$ cat src/rtl/serv_rf_pkg.sv
// Shared types and geometry helpers for the SERV register-file RAM path.
package serv_rf_pkg;

    typedef enum logic [1:0] {StInit, StIdle, StCore, StHost} arb_state_e;

    localparam int unsigned BurstLenDefault = 40;

    // 32 GPRs plus the CSR words, packed width bits per RAM word.
    function automatic int unsigned calc_aw(input int unsigned data_w, input int unsigned n_csr);
        return 5 + $clog2(32 + n_csr) - $clog2(data_w);
    endfunction

    function automatic int unsigned calc_depth(input int unsigned addr_w);
        return 32'd1 << addr_w;
    endfunction

endpackage

$ cat src/rtl/serv_rf_ram_init.sv
// Post-reset clear sequencer: walks every RF RAM word once and then raises done.
module serv_rf_ram_init #(
    parameter int unsigned aw    = 8,
    parameter int unsigned depth = 256
) (
    input  logic          i_clk,
    input  logic          i_rst_n,
    output logic [aw-1:0] o_addr,
    output logic          o_active,
    output logic          o_last,
    output logic          o_done
);

    localparam logic [aw-1:0] LastAddr = aw'(depth - 1);

    logic [aw-1:0] addr_q;
    logic          active_q;
    logic          done_q;

    // The idle cycle after reset keeps the RAM write enable low while reset is held.
    always_ff @(posedge i_clk or negedge i_rst_n) begin
        if (!i_rst_n) begin
            addr_q   <= '0;
            active_q <= 1'b0;
            done_q   <= 1'b0;
        end else if (!done_q) begin
            if (!active_q) begin
                active_q <= 1'b1;
            end else begin
                addr_q <= addr_q + aw'(1);
                if (o_last) begin
                    active_q <= 1'b0;
                    done_q   <= 1'b1;
                end
            end
        end
    end

    assign o_addr   = addr_q;
    assign o_active = active_q;
    assign o_last   = active_q && (addr_q == LastAddr);
    assign o_done   = done_q;

endmodule

$ cat src/rtl/serv_rf_ram_arbiter.sv
// RF RAM arbiter: clears the RAM after reset, forwards core RF bursts and slots
// single-cycle host word accesses into idle RAM cycles with bounded starvation.
module serv_rf_ram_arbiter
    import serv_rf_pkg::*;
#(
    parameter int unsigned width      = 8,
    parameter int unsigned csr_regs   = 4,
    parameter int unsigned aw         = calc_aw(width, csr_regs),
    parameter int unsigned depth      = calc_depth(aw),
    parameter int unsigned burst_len  = BurstLenDefault,
    parameter int unsigned starve_max = 3
) (
    input  logic             i_clk,
    input  logic             i_rst_n,
    input  logic             i_core_rreq,
    input  logic             i_core_wreq,
    output logic             o_core_ready,
    output logic             o_if_rreq,
    output logic             o_if_wreq,
    input  logic             i_if_ready,
    input  logic [aw-1:0]    i_if_waddr,
    input  logic [width-1:0] i_if_wdata,
    input  logic             i_if_wen,
    input  logic [aw-1:0]    i_if_raddr,
    input  logic             i_if_ren,
    output logic [width-1:0] o_if_rdata,
    input  logic             i_host_valid,
    input  logic             i_host_we,
    input  logic [aw-1:0]    i_host_addr,
    input  logic [width-1:0] i_host_wdata,
    output logic             o_host_ready,
    output logic             o_host_rvalid,
    output logic [width-1:0] o_host_rdata,
    output logic [aw-1:0]    o_ram_waddr,
    output logic [width-1:0] o_ram_wdata,
    output logic             o_ram_wen,
    output logic [aw-1:0]    o_ram_raddr,
    output logic             o_ram_ren,
    input  logic [width-1:0] i_ram_rdata,
    output logic             o_init_done
);

    localparam int unsigned     CntW      = $clog2(burst_len + 1);
    localparam int unsigned     StvW      = $clog2(starve_max + 1);
    localparam logic [CntW-1:0] BurstLen  = CntW'(burst_len);
    localparam logic [StvW-1:0] StarveMax = StvW'(starve_max);

    arb_state_e       state_q, state_d;
    logic [CntW-1:0]  cnt_q, cnt_d;
    logic [StvW-1:0]  starve_q, starve_d;
    logic             rd_pend_q;
    logic [width-1:0] rdata_q;

    logic          init_active, init_last, init_done;
    logic [aw-1:0] init_addr;
    logic          core_req, core_win, host_win, arb_open;

    // Ownership is timed purely by burst_len, so the interface ready is not needed.
    logic if_ready_unused;
    assign if_ready_unused = i_if_ready;

    serv_rf_ram_init #(
        .aw    (aw),
        .depth (depth)
    ) u_init (
        .i_clk    (i_clk),
        .i_rst_n  (i_rst_n),
        .o_addr   (init_addr),
        .o_active (init_active),
        .o_last   (init_last),
        .o_done   (init_done)
    );

    assign core_req = i_core_rreq | i_core_wreq;
    // The cycle carrying host read data arbitrates exactly like idle.
    assign arb_open = (state_q == StIdle) || (state_q == StHost);

    always_comb begin
        host_win = 1'b0;
        core_win = 1'b0;
        if (arb_open) begin
            host_win = i_host_valid && (!core_req || (starve_q == StarveMax));
            core_win = core_req && !host_win;
        end else if (state_q == StCore) begin
            core_win = core_req;
        end
    end

    always_comb begin
        state_d  = state_q;
        cnt_d    = cnt_q;
        starve_d = starve_q;
        if (state_q == StInit) begin
            if (init_last) state_d = StIdle;
        end else if (core_win) begin
            state_d = StCore;
            cnt_d   = BurstLen;
        end else if (host_win) begin
            state_d = StHost;
        end else if (state_q == StCore) begin
            cnt_d = cnt_q - CntW'(1);
            if (cnt_q == CntW'(1)) state_d = StIdle;
        end else begin
            state_d = StIdle;
        end
        if (host_win) begin
            starve_d = '0;
        end else if (arb_open && core_win && i_host_valid) begin
            starve_d = starve_q + StvW'(1);
        end
    end

    always_ff @(posedge i_clk or negedge i_rst_n) begin
        if (!i_rst_n) begin
            state_q   <= StInit;
            cnt_q     <= '0;
            starve_q  <= '0;
            rd_pend_q <= 1'b0;
            rdata_q   <= '0;
        end else begin
            state_q   <= state_d;
            cnt_q     <= cnt_d;
            starve_q  <= starve_d;
            rd_pend_q <= host_win && !i_host_we;
            if (rd_pend_q) rdata_q <= i_ram_rdata;
        end
    end

    always_comb begin
        o_ram_wen   = 1'b0;
        o_ram_ren   = 1'b0;
        o_ram_waddr = '0;
        o_ram_wdata = '0;
        o_ram_raddr = '0;
        if (init_active) begin
            o_ram_wen   = 1'b1;
            o_ram_waddr = init_addr;
        end else if (host_win) begin
            o_ram_waddr = i_host_addr;
            o_ram_wdata = i_host_wdata;
            o_ram_raddr = i_host_addr;
            o_ram_wen   = i_host_we;
            o_ram_ren   = !i_host_we;
        end else if (state_q == StCore) begin
            o_ram_waddr = i_if_waddr;
            o_ram_wdata = i_if_wdata;
            o_ram_raddr = i_if_raddr;
            o_ram_wen   = i_if_wen;
            o_ram_ren   = i_if_ren;
        end
    end

    assign o_core_ready  = core_win;
    assign o_if_rreq     = core_win & i_core_rreq;
    assign o_if_wreq     = core_win & i_core_wreq;
    assign o_host_ready  = host_win;
    assign o_host_rvalid = rd_pend_q;
    assign o_host_rdata  = rd_pend_q ? i_ram_rdata : rdata_q;
    assign o_if_rdata    = i_ram_rdata;
    assign o_init_done   = init_done;

endmodule

$ cat config.mk
export PLATFORM = sky130hd
export DESIGN_NAME = serv_rf_ram_arbiter
export DESIGN_NICKNAME = d
export VERILOG_FILES = /design/src/rtl/serv_rf_pkg.sv /design/src/rtl/serv_rf_ram_init.sv /design/src/rtl/serv_rf_ram_arbiter.sv
export SDC_FILE = /design/constraint.sdc
export NUM_CORES = 1
export LEC_CHECK = 0
export CORE_ASPECT_RATIO = 1.4
export CORE_UTILIZATION = 35
export DETAILED_ROUTE_END_ITERATION = 8
export DONT_BUFFER_PORTS = 1
export SYNTH_ARGS = -nofsm -noshare
export SYNTH_HDL_FRONTEND = slang
export SYNTH_SLANG_ARGS = --single-unit
$ cat constraint.sdc
create_clock -name i_clk -period 4 [get_ports i_clk]
set_input_delay 0.8 -clock i_clk [delete_from_list [all_inputs] [get_ports i_clk]]
set_output_delay 0.8 -clock i_clk [all_outputs]
set_load 0.005 [all_outputs]
; Word level (Yosys, flattened, before mapping)
; Index checks and enable logic that the tools add are counted.
; Widths: inputs -> output; s select.
[op_classes]
n_reduce_logical = 17
mux = 35
n_bitwise = 5
eq_ne = 9
add_sub_neg = 3
[ops]
columns = cell, n
row1 = $mux 8, 10
row2 = $mux 6, 3
row3 = $mux 2, 8
row4 = $mux 1, 14
row5 = $add 8x1->8 const B, 1
row6 = $eq 8x8->1 const B, 1
row7 = $eq 2x2->1 const B, 3
row8 = $eq 6x1->1 const B, 1
row9 = $logic_and 1x1->1, 6
row10 = $sub 6x1->6 const B, 1
row11 = $ne 5x3->1 const B, 1
row12 = $ne 2x2->1 const B, 2
row13 = $reduce_and 2->1, 2
row14 = $reduce_bool 2->1, 2
row15 = $logic_not 1->1, 3
row16 = $reduce_and 3->1, 1
row17 = $add 2x1->2 const B, 1
row18 = $and 1x1->1, 2
row19 = $eq 2x1->1 const B, 1
row20 = $logic_not 2->1, 1
row21 = $logic_or 1x1->1, 2
row22 = $not 1->1, 2
row23 = $or 1x1->1, 1
[word_totals]
out_inout_bits = 48
inputBits = 57
regBits = 29
wordCells = 77

; Depth between registers and ports, before layout
[depth]
ltp_word = 11
mapped_depth = 6
depth_no_buf = 6

; Cells and area by module
; From an unflattened synthesis, not the netlist that was laid out.
[hier_totals]
cells_unflattened = 200
area_unflattened_um2 = 1820.5
[by_module_without_submodules]
columns = mod, cells_each, area_each_um2, instances
row1 = serv_rf_ram_arbiter, 164, 1372.6, 1
row2 = serv_rf_ram_init, 36, 447.9, 1

; Worst setup path after synthesis
; No wires, ideal clock.
[synth_path]
path_kind = input to output
start = input i_core_rreq
end = output o_ram_waddr[4]
path_buffers = 1
t_arrival_ns = 1.622
slack_ns = 1.578
required_ns = 3.200
cell_stages = 5
path_cell_list = o21ba_2 > nor2_4 > buf_4 > a22oi_1 > o21ai_0
[synth_via]
elab_chain_cells = 7
[synth_lines]
columns = element, line_no
row1 = start: declaration, serv_rf_ram_arbiter.sv:15  ; input logic i_core_rreq,
row2 = $or 1x1->1, serv_rf_ram_arbiter.sv:74  ; assign core_req = i_core_rreq | i_core_wreq;
row3 = $logic_not 1->1, serv_rf_ram_arbiter.sv:82  ; host_win = i_host_valid && (!core_req || (starve_q == StarveMax));
row4 = $logic_or 1x1->1, serv_rf_ram_arbiter.sv:82
row5 = $logic_and 1x1->1, serv_rf_ram_arbiter.sv:82
row6 = $mux 1, serv_rf_ram_arbiter.sv:81  ; if (arb_open) begin
row7 = $mux 8, serv_rf_ram_arbiter.sv:138  ; end else if (host_win) begin
row8 = $mux 8, serv_rf_ram_arbiter.sv:135  ; if (init_active) begin
row9 = end: declaration, serv_rf_ram_arbiter.sv:34  ; output logic [aw-1:0] o_ram_waddr,
; Every way passes these cells.

; Worst setup path in the final report
[layout_path]
start = register starve_q[0]
end = output o_ram_waddr[2]
[layout_via]
elab_chain_cells = 6
[layout_lines]
columns = element, line_no
row1 = start: declaration, serv_rf_ram_arbiter.sv:50  ; logic [StvW-1:0] starve_q, starve_d;
row2 = start signal: assignment, serv_rf_ram_arbiter.sv:123  ; starve_q <= starve_d;
row3 = $eq 2x2->1, serv_rf_ram_arbiter.sv:82
row4 = $logic_or 1x1->1, serv_rf_ram_arbiter.sv:82
row5 = $logic_and 1x1->1, serv_rf_ram_arbiter.sv:82
row6 = $mux 1, serv_rf_ram_arbiter.sv:81
row7 = via o_host_ready, serv_rf_ram_arbiter.sv:31  ; output logic o_host_ready,
row8 = $mux 8, serv_rf_ram_arbiter.sv:138
row9 = $mux 8, serv_rf_ram_arbiter.sv:135
; The timed path passes the listed nets, and every way through them passes these cells.

==> metrics.md <==
| Metric | Value |
|---|---|
| Status | `complete, no violations` |
| Metal1 wirelength | `1560 um` |
| Via count | `1407` |
| Slew Viols, Final | `0` |
| Syn nets | `254` |
| Final Core Density | `0.383` |
| Root buf cell | `clkbuf_8` |
| Final critical-path share of the clock period | `0.713` |
| Yosys reg bits | `29` |
| Post-CTS setup buffers | `0` |
| IO Count | `105` |
| Worst EP required | `3.20 ns` |
| Mapped Cells | `193` |
| Slew @ Worst Pin | `1.01 ns` |
| Final ANT Viol Nets | `0` |
| Delay-heaviest family, CP | `compound AO/OA/AOI/OAI gates` |
| DR vias/cell | `5.67` |
| Setup slack, reg-to-reg | `1.93 ns` |
| Die area | `5350 um^2` |
| Clock skew | `0.00774 ns` |
| Die Y | `86.1 um` |
| Met3 WL post-DR | `255 um` |
| Area contributors post-synth | `dfrtp_1 (41%), a22oi_1 (10%), mux2_2 (6.4%), nand2_1 (4.7%), nor2_1 (4.7%)` |
| Reg-to-reg critical path endpoint | `u_init.o_active` |
| Max Fanout on Critical Path | `27` |
| Max rail drop VDD | `0.000202 V` |
| Ys flop type | `dfrtp_1` |
| Mapped Area | `1770 um^2` |
| WP buf/inv | `0` |
| Setup CP Type | `flop to output port` |
| Largest area contributor in the netlist | `dfrtp_1` |
| Largest stage delay, worst path | `0.45 ns` |
| Residual DRC | `0` |
| CTS Sinks | `29` |
| Design area | `1860 um^2` |
| Final setup violation count | `0` |
| CP endpoint kind | `output port` |
| Hold Fails Final Rpt | `0` |
| Post-synth EDFFs | `0` |
| Ant. Diodes | `0` |
| First-pass GRT wire length | `6020 um` |
| Die width | `62.1 um` |
| Cts hold-fix bufs | `0` |
| Cell with the most instances after synthesis | `dfrtp_1` |
| Post-synth cell types | `36` |
| Relative slew slack | `0.330` |
| RSZ-0062 raised after global routing | `no` |
| Post-route worst setup slack | `1.15 ns` |
| Largest net degree at the start of global routing | `38` |
| Met2 Routed Length | `2150 um` |
| Final nets | `244` |
| Total leakage power | `0.762 nW` |
| Routed WL | `4050 um` |
| Avg Synthesized Cell Area | `9.17 um^2` |
| Initial core utilization | `0.365` |
| Pre-antenna DRT Iters | `4` |
| R2R cell count | `3` |
| Async S/R FF share, synth | `1.00` |
| Highest Signal Layer | `met4` |
| Num rows | `30` |
| P per Cell Area | `569 nW/um^2` |
| Max_cap viols | `0` |
| Gpl congestion | `0.795` |
| Initial antenna violation count | `0` |
| H-tree Lvls | `2` |
| Worst path slowest cell | `nor2_4` |
| Crit path DAT | `2.05 ns` |
| CTS resizes | `0` |
| Worst hold slack | `0.213 ns` |
| Total GRT Usage | `0.156` |
| Grt ovf | `0` |
| Syn-to-layout area delta | `4.88%` |
| Synthesis Warnings | `0` |
| Seq/Total Area, Yosys | `0.410` |
| Fraction of layout cells with a size suffix above 1 | `0.136` |
| Synth top area share | `0.410` |
| Post-route minimum period | `2.85 ns` |
| Register clock-pin slew on the reported worst setup and hold paths | `0.06 ns` |
| Clock Tree Buf Depth | `2` |
| Crit path launch type | `flop` |
| DRT iter0 DRCs | `35` |
| Hold Crit Class | `primary input to asynchronous set/reset pin` |
| Detailed Place HPWL | `3130 um` |
| Number of port buffers | `0` |
| Pre-CTS setup slack | `1.23 ns` |
| Total CTS buffers | `5` |
| Placed inst area | `1750 um^2` |
| Sum Neg Setup Slack | `0 ns` |
| Top post-synthesis cells by count | `dfrtp_1 (29), a22oi_1 (24), nand2_1 (22), nor2_1 (22), o21ai_0 (14)` |
| Number of global-route vias before repair | `1272` |
| Core Area | `4840 um^2` |
| CP cell instances | `ha_1, o21ba_2, nor2_4, a22oi_1, o21ai_0` |
| CTS tree | `yes` |
| Worst r2r src | `u_init.o_active` |
| Max Fclk | `0.351 GHz` |
| Clock insertion delay at the later pin of the skew report | `0.28 ns` |
| WL per Instance | `16.3 um` |
sequential cells by signal, indices dropped and copies added (netlist names):
signal	count
rdata_q	8
u_init.o_addr	8
cnt_q	6
starve_q	2
state_q	2
o_host_rvalid	1
u_init.o_active	1
u_init.o_done	1
kinds of logic (layout without fill, tap and decap cells):
kind of cell | Yosys count | in the layout | synth area share
buffers and inverters | 24 | 15 | 0.0721
adders and majority gates | 4 | 4 | 0.0283
DFF | 29 | 29 | 0.410
muxes | 10 | 10 | 0.0637
xor gates and xnor gates | 7 | 7 | 0.0347
AOI/OAI and AO/OA | 53 | 53 | 0.201
and+or+nand+nor | 66 | 66 | 0.190
final cells by class:
type	count	area (um^2)
Clock buffer	7	96.3
Clock inverter	1	5.00
Fill cell	503	2990
Inverter	6	22.5
Multi-Input combinational cell	140	918
Sequential cell	29	726
Tap cell	64	80.1
Timing Repair Buffer	1	7.51
worst max-delay path by stage:
stage | to | depth (start not counted) | slack (ns) | from
after floorplan | o_ram_waddr[4] | 5 | 1.58 | i_core_rreq
after global placement | o_ram_waddr[2] | 4 | 1.25 | i_core_rreq
after detailed placement | o_ram_waddr[2] | 4 | 1.23 | i_core_rreq
after CTS | o_ram_waddr[2] | 5 | 1.15 | starve_q[0]
after global routing | o_ram_waddr[2] | 5 | 0.99 | starve_q[0]
final | o_ram_waddr[2] | 5 | 1.15 | starve_q[0]
power breakdown:
part	leakage, nW	switching, mW	internal [mW]
Combinational	0.349	0.206	0.156
Clock	0.0542	0.111	0.155
Sequential	0.359	0.0565	0.371
Total	0.762	0.373	0.682
placed cells by master (no fill, tap or decap), types with 5 or more instances in the layout:
cell type,instances
clkbuf_8,7
inv_1,6
nand2_1,22
mux2_2,10
a22oi_1,24
nor2_1,22
or3_1,5
dfrtp_1,29
o21ai_0,14
layer usage:
layer,global-route usage,up-vias
li1,-,662
met2,0.278,84
met4,0.0788,0
met5,0,-
met1,0.174,654
met3,0.0181,7
stage by stage:
step	power, mW	std cells
5_1_grt	1.14	248
4_1_cts	1.07	248
3_5_place_dp	0.799	240
6_report	1.06	248
3_3_place_gp	0.784	240
2_1_floorplan	0.730	193
(Power assumes the default switching activity.)
